$ cat config.mk
export PLATFORM = sky130hd
export DESIGN_NAME = delay_line_ctrl
export DESIGN_NICKNAME = d
export VERILOG_FILES = /design/src/rtl/delay_line_ctrl.sv
export SDC_FILE = /design/constraint.sdc
export NUM_CORES = 1
export LEC_CHECK = 0
export CAP_MARGIN = 15
export CORE_AREA = 2 2 53 55
export DETAILED_ROUTE_END_ITERATION = 10
export DIE_AREA = 0 0 55 57
export PLACE_DENSITY = 0.78
export RECOVER_POWER = 100
export SKIP_CTS_REPAIR_TIMING = 1
export SLEW_MARGIN = 5
export SYNTH_ARGS = -nofsm -noshare
export SYNTH_HDL_FRONTEND = slang
export SYNTH_SLANG_ARGS = --single-unit
$ cat constraint.sdc
create_clock -name clk_i -period 3.61 [get_ports clk_i]
set_clock_uncertainty 0.15 [all_clocks]
set_input_delay 0.361 -clock clk_i [delete_from_list [all_inputs] [get_ports clk_i]]
set_output_delay 0.361 -clock clk_i [all_outputs]
set_load 0.01 [all_outputs]
$ cat src/rtl/delay_line_ctrl.sv
// Valid/ready controller for an external enable-driven delay line.
// Tags mirror the line; end-of-line triggers Depth zero-pad shifts.
module delay_line_ctrl #(
  parameter int Width = 16,
  parameter int Depth = 4,
  parameter int CntW  = $clog2(Depth + 1)
) (
  input  logic             clk_i,
  input  logic             rst_n_i,
  input  logic             s_valid_i,
  output logic             s_ready_o,
  input  logic             s_last_i,
  input  logic [Width-1:0] s_data_i,
  output logic             sr_en_o,
  output logic [Width-1:0] sr_din_o,
  input  logic [Width-1:0] sr_dout_i,
  output logic             m_valid_o,
  input  logic             m_ready_i,
  output logic             m_last_o,
  output logic [Width-1:0] m_data_o,
  output logic             busy_o
);

  typedef enum logic {
    RUN   = 1'b0,
    FLUSH = 1'b1
  } state_t;

  state_t          r_state;
  state_t          w_state_nxt;
  logic [CntW-1:0] r_cnt;
  logic [CntW-1:0] w_cnt_nxt;
  logic [Depth-1:0] r_vbit;
  logic [Depth-1:0] r_lbit;
  logic [Depth:0]  w_vsh;
  logic [Depth:0]  w_lsh;
  logic            w_head_ok;
  logic            w_shift;
  logic            w_in_v;
  logic            w_in_l;

  // Extra low bit lets the shift work for Depth=1 too.
  assign w_vsh = {r_vbit, w_in_v};
  assign w_lsh = {r_lbit, w_in_l};

  always_ff @(posedge clk_i) begin
    if (!rst_n_i) begin
      r_state <= RUN;
      r_cnt   <= '0;
      r_vbit  <= '0;
      r_lbit  <= '0;
    end else begin
      r_state <= w_state_nxt;
      r_cnt   <= w_cnt_nxt;
      if (w_shift) begin
        r_vbit <= w_vsh[Depth-1:0];
        r_lbit <= w_lsh[Depth-1:0];
      end
    end
  end

  always_comb begin
    w_state_nxt = r_state;
    w_cnt_nxt   = r_cnt;
    w_head_ok   = !r_vbit[Depth-1] | m_ready_i;
    w_shift     = 1'b0;
    w_in_v      = 1'b0;
    w_in_l      = 1'b0;
    s_ready_o   = 1'b0;
    sr_din_o    = '0;
    m_valid_o   = 1'b0;
    unique case (r_state)
      RUN: begin
        s_ready_o = w_head_ok;
        w_shift   = s_valid_i & w_head_ok;
        w_in_v    = 1'b1;
        w_in_l    = s_last_i;
        sr_din_o  = s_data_i;
        m_valid_o = r_vbit[Depth-1] & s_valid_i;
        if (w_shift && s_last_i) begin
          w_state_nxt = FLUSH;
          w_cnt_nxt   = '0;
        end
      end
      FLUSH: begin
        w_shift   = w_head_ok;
        m_valid_o = r_vbit[Depth-1];
        if (w_shift) begin
          if (r_cnt == CntW'(Depth - 1)) begin
            w_state_nxt = RUN;
            w_cnt_nxt   = '0;
          end else begin
            w_cnt_nxt = r_cnt + 1'b1;
          end
        end
      end
      default: ;
    endcase
  end

  assign sr_en_o  = w_shift;
  assign m_last_o = r_lbit[Depth-1] & m_valid_o;
  assign m_data_o = sr_dout_i;
  assign busy_o   = (r_state == FLUSH);

endmodule
* Yosys cells after proc, flatten, opt, wreduce, memory -nomap -nowiden
Cells that the tools add are included.
** Word-level totals
- Flip-flop bits (word level) :: 12
- Bits in latches :: 0
- Bits in writable memories :: 0
- Memory bits (read-only) :: 0
- Bits of input ports :: 37
- Output and inout bits :: 37
- Logic and storage cells :: 30
- Memories :: 0
** Operators by class
- Add/subtract/negate cells :: 1
- Multipliers :: 0
- Divide/modulo/power cells :: 0
- $lt $le $gt $ge :: 0
- Equality and inequality tests :: 3
- Shift operators :: 0
- Muxes and demuxes :: 14
- Bitwise gates (word level) :: 5
- Reduce and logical (&&, ||, !) cells :: 3
** Operators by type and width (number)
- $mux W16 :: 1
- $mux W3 :: 3
- $mux W1 :: 6
- $pmux W1 S2 :: 3
- $pmux W3 S2 :: 1
- $add A3 B1 Y3 const B :: 1
- $and A1 B1 Y1 :: 3
- $eq A3 B2 Y1 const B :: 1
- $ne A2 B1 Y1 const B :: 1
- $ne A2 B2 Y1 const B :: 1
- $reduce_and A2 Y1 :: 1
- $logic_and A1 B1 Y1 :: 1
- $logic_not A1 Y1 :: 1
- $not A1 Y1 :: 1
- $or A1 B1 Y1 :: 1

* Longest topological paths before layout
- Depth in word-level cells :: 6
- Mapped depth :: 5
- Mapped depth without buffers :: 4

* Worst setup path before layout
No wires, ideal clock.
- Kind :: register -> output
- Start :: register r_state, in the netlist busy_o
- End :: output m_last_o
- Data arrival time :: 1035 ps
- Required time :: 3099 ps
- Slack :: 2064 ps
- Stages on the path, launching flop included :: 5
- Path buffers :: 2
- Cell sequence :: dfxtp_1 > buf_6 > or2_1 > buf_6 > and3_2
** Between the ends
- Longest elaborated chain between the ends :: 3
** Ends and longest elaborated chain
- from (decl) :: line 29 : state_t r_state;
- from (signal assigned) :: line 53 : r_state <= w_state_nxt;
- $not A1 Y1
- $pmux W1 S2 (*) :: line 72 : unique case (r_state)
- $and A1 B1 Y1 (*) :: line 102 : assign m_last_o = r_lbit[Depth-1] & m_valid_o;
- to (decl) :: line 19 : output logic m_last_o,
Every way passes the cells marked *; elsewhere a longest branch is shown, timed or not.

* Final worst setup path
Same ends and word-level chain as after synthesis.

==> impl_metrics.prom <==
# TYPE chip_impl_metric gauge
chip_impl_metric{name="floorplan.die.width",unit="um"} 55
chip_impl_metric{name="ios",unit=""} 74
chip_impl_metric{name="max_freq",unit="GHz"} 0.350
chip_impl_metric{name="grt_pass1_wl",unit="mm"} 2.75
chip_impl_metric{name="min_period_over_period",unit=""} 0.791
chip_impl_metric{name="drive_above_1_share",unit=""} 0.0574
chip_impl_info{name="clock_tree_from_tritoncts",value="done"} 1
chip_impl_metric{name="portBuffers",unit=""} 41
chip_impl_metric{name="ys.warnings.count",unit=""} 0
chip_impl_metric{name="wl_per_cell",unit="um"} 11.5
chip_impl_metric{name="power.leakage",unit="nW"} 0.426
chip_impl_metric{name="slew-limit-headroom",unit=""} 0.492
chip_impl_metric{name="tightestPinTransition",unit="ns"} 0.761
chip_impl_metric{name="syn_inst",unit=""} 99
chip_impl_metric{name="clockBufferDepth",unit=""} 2
chip_impl_info{name="min_path_type",value="reg -> reg"} 1
chip_impl_metric{name="met3_wirelength_from_detailed_routing",unit="um"} 189
chip_impl_metric{name="postPlaceCellArea",unit="mm^2"} 0.00106
chip_impl_metric{name="place.detailed.hpwl",unit="mm"} 1.39
chip_impl_info{name="cpLargestDelayFamily",value="flip-flops"} 1
chip_impl_metric{name="global_route.overflow_total",unit=""} 0
chip_impl_metric{name="antenna-diode-count",unit=""} 0
chip_impl_metric{name="routed-via-count",unit=""} 706
chip_impl_metric{name="multi_input_area",unit="um^2"} 364
chip_impl_metric{name="postLayoutCellArea",unit="mm^2"} 0.00110
chip_impl_info{name="synth_area_leader_cell",value="sky130_fd_sc_hd__dfxtp_1"} 1
chip_impl_metric{name="critPathMaxStageDelay",unit="ns"} 0.82
chip_impl_metric{name="drt_iter0_drc",unit=""} 9
chip_impl_metric{name="synth_seq_area_share",unit=""} 0.310
chip_impl_info{name="critical_path.cell_chain",value="or2_0, and3_2, dlygate4sd3_1"} 1
chip_impl_metric{name="number_of_antenna_violations_at_the_first_check_in_global_routing",unit=""} 0
chip_impl_metric{name="ys_ff_latch",unit=""} 12
chip_impl_metric{name="worst-endpoint-required",unit="ns"} 3.10
chip_impl_metric{name="ff_latch_area",unit="um^2"} 240
chip_impl_metric{name="synth_top_area_share",unit=""} 0.310
chip_impl_metric{name="groute.usage.overall",unit=""} 0.119
chip_impl_metric{name="routed_via_density",unit=""} 4.61
chip_impl_metric{name="cts_htree_levels",unit=""} 1
chip_impl_metric{name="global_placement_routability_congestion",unit=""} 0.701
chip_impl_metric{name="synth.distinct_cells",unit=""} 25
chip_impl_metric{name="crit_fanout",unit=""} 28
chip_impl_metric{name="final_hold_viol_count",unit=""} 0
chip_impl_info{name="worst_setup_path_end_kind",value="output pin"} 1
chip_impl_metric{name="tns",unit="ns"} 0
chip_impl_info{name="critical_path_class",value="reg -> out"} 1
chip_impl_metric{name="synth_fp_nets",unit=""} 137
chip_impl_metric{name="power_per_cell_area",unit="mW/mm^2"} 307
chip_impl_metric{name="cp.arrival",unit="ns"} 2.34
chip_impl_metric{name="fin_crit",unit="ns"} 2.85
chip_impl_metric{name="routed-wl-met2",unit="um"} 882
chip_impl_metric{name="synth.cell_area",unit="um^2"} 776
chip_impl_metric{name="antenna_violating_nets_post_route",unit=""} 0
chip_impl_metric{name="starting_density",unit=""} 0.297
chip_impl_info{name="clk_root_buffer_cell",value="sky130_fd_sc_hd__clkbuf_4"} 1
chip_impl_metric{name="clk_pin_slew_worst_paths",unit="ns"} 0.08
chip_impl_metric{name="clock_latency_at_the_later_pin_of_the_worst_skew_pair",unit="ns"} 0.27
chip_impl_info{name="result_of_the_run",value="finished, final reports clean"} 1
chip_impl_info{name="top_layer_used",value="met4"} 1
chip_impl_metric{name="syn2layout_area_growth",unit="%"} 41.5
chip_impl_metric{name="grt_start_max_net_pins",unit=""} 29
chip_impl_metric{name="cp_num_buf_inv",unit=""} 1
chip_impl_metric{name="die-height",unit="um"} 57
chip_impl_metric{name="synthesis.area_per_instance",unit="um^2"} 7.84
chip_impl_info{name="worst_setup_path_start_kind",value="flip-flop"} 1
chip_impl_metric{name="finalNetCount",unit=""} 161
chip_impl_info{name="rsz0062_at_grt",value="no"} 1
chip_impl_metric{name="fillers",unit=""} 280
chip_impl_metric{name="peakVddDrop",unit="mV"} 0.176
chip_impl_metric{name="drt_pass1_iterations",unit=""} 2
chip_impl_metric{name="grt_pass1_vias",unit=""} 660
chip_impl_metric{name="routedLengthMet1",unit="um"} 660
chip_impl_metric{name="floorplan.die_area",unit="mm^2"} 0.00314
chip_impl_metric{name="cts_inserted_buffers",unit=""} 3
chip_impl_metric{name="maxSlewViolCount",unit=""} 0
chip_impl_metric{name="timing.max_cap.violations",unit=""} 0
chip_impl_metric{name="final-setup-viol-count",unit=""} 0
chip_impl_metric{name="remaining_drc_errors",unit=""} 0
chip_impl_info{name="critical_path.slowest_cell",value="sky130_fd_sc_hd__dfxtp_1"} 1
chip_impl_info{name="synth_area_leaders",value="sky130_fd_sc_hd__dfxtp_1, sky130_fd_sc_hd__buf_4, sky130_fd_sc_hd__nor2b_1"} 1
chip_impl_metric{name="design.core.area",unit="mm^2"} 0.00262
chip_impl_metric{name="routed_wl",unit="mm"} 1.75
chip_impl_metric{name="cts.sink_count",unit=""} 12
chip_impl_metric{name="fp-row-count",unit=""} 19
==> cells in the mapped netlist (all sizes together) <==
| cell | n |
|---|---|
| buf | 20 |
| dfxtp | 12 |
| a21oi | 10 |
| nor2b | 10 |
| o21ai | 9 |
| and2b | 7 |
| nand2 | 5 |
| nand3 | 5 |
| nor2 | 5 |
| clkbuf | 2 |
| nand2b | 2 |
| o22ai | 2 |
| a211oi | 1 |
| a22oi | 1 |
| and2 | 1 |
| and3 | 1 |
| clkinv | 1 |
| ha | 1 |
| inv | 1 |
| nand4 | 1 |
| or2 | 1 |
| or3 | 1 |
==> power breakdown <==
part,switching (mW),internal [mW]
logic,0.0325,0.0530
registers,0.00764,0.138
clock network,0.0443,0.0613
total,0.0844,0.252
==> worst register-to-register path: cells and delay by family, from the launching register on <==
kind / cells / cell delay (ns)
compound gates: 1 / 0.15
flops: 1 / 0.82
simple gates: 2 / 0.56
==> cells by family after synthesis <==
family,after synthesis,share of synthesized area
adders and majority gates,1,0.0161
DFF,12,0.310
buffers and inverters,24,0.221
AOI/OAI and AO/OA,23,0.165
and+or+nand+nor,39,0.289
==> cell usage in the layout, fill, tap and decap left out, types with 2 or more instances in the layout <==
| cell type | n |
|---|---|
| sky130_fd_sc_hd__o22ai_1 | 2 |
| sky130_fd_sc_hd__clkdlybuf4s50_1 | 19 |
| sky130_fd_sc_hd__nand3_1 | 5 |
| sky130_fd_sc_hd__dfxtp_1 | 12 |
| sky130_fd_sc_hd__clkbuf_4 | 3 |
| sky130_fd_sc_hd__nor2_1 | 5 |
| sky130_fd_sc_hd__a21oi_1 | 10 |
| sky130_fd_sc_hd__nor2b_1 | 10 |
| sky130_fd_sc_hd__and2b_1 | 7 |
| sky130_fd_sc_hd__nand2_1 | 5 |
| sky130_fd_sc_hd__o21ai_0 | 9 |
| sky130_fd_sc_hd__nand2b_1 | 2 |
| sky130_fd_sc_hd__dlygate4sd3_1 | 22 |
==> metrics by stage <==
| stage | cells | power [mW] | hold slack, ns | util | setup WS [ns] |
|---|---|---|---|---|---|
| final | 153 | 0.336 | 0.285 | 0.420 | 0.755 |
| after global routing | 153 | 0.354 | 0.324 | 0.420 | 0.568 |
| after CTS | 153 | 0.347 | 0.287 | 0.420 | 0.905 |
| after detailed placement | 149 | 0.242 | 0.277 | 0.406 | 1.18 |
| after global placement | 149 | 0.240 | 0.266 | 0.406 | 1.21 |
| after floorplan | 99 | 0.204 | 0.257 | - | 2.06 |
==> metal layers <==
metal | up-vias | track usage
li1 | 358 | -
met1 | 313 | 0.113
met2 | 29 | 0.202
met3 | 6 | 0.0654
met4 | 0 | 0.0557
met5 | - | 0
==> state kept, by name (all words and copies together) (netlist names) <==
| signal | flops |
|---|---|
| busy_o | 1 |
| r_cnt | 3 |
| r_lbit | 4 |
| r_vbit | 4 |
==> layout make-up <==
type | instances | area share
Tap cell | 31 | 0.0353
Clock buffer | 4 | 0.0331
Inverter | 2 | 0.00684
Multi-Input combinational cell | 63 | 0.332
Timing Repair Buffer | 41 | 0.374
Sequential cell | 12 | 0.219
==> path summary, 6_finish.rpt <==
kind	startpoint	endpoint	slack, ns	cells past startpoint
setup / recovery	busy_o	m_last_o	0.76	3
hold / removal	r_cnt[2]	r_cnt[2]	0.28	2
setup reg to reg	busy_o	r_lbit[2]	1.86	3
hold reg to reg	r_cnt[2]	r_cnt[2]	0.28	2
(Power assumes the default switching activity.)
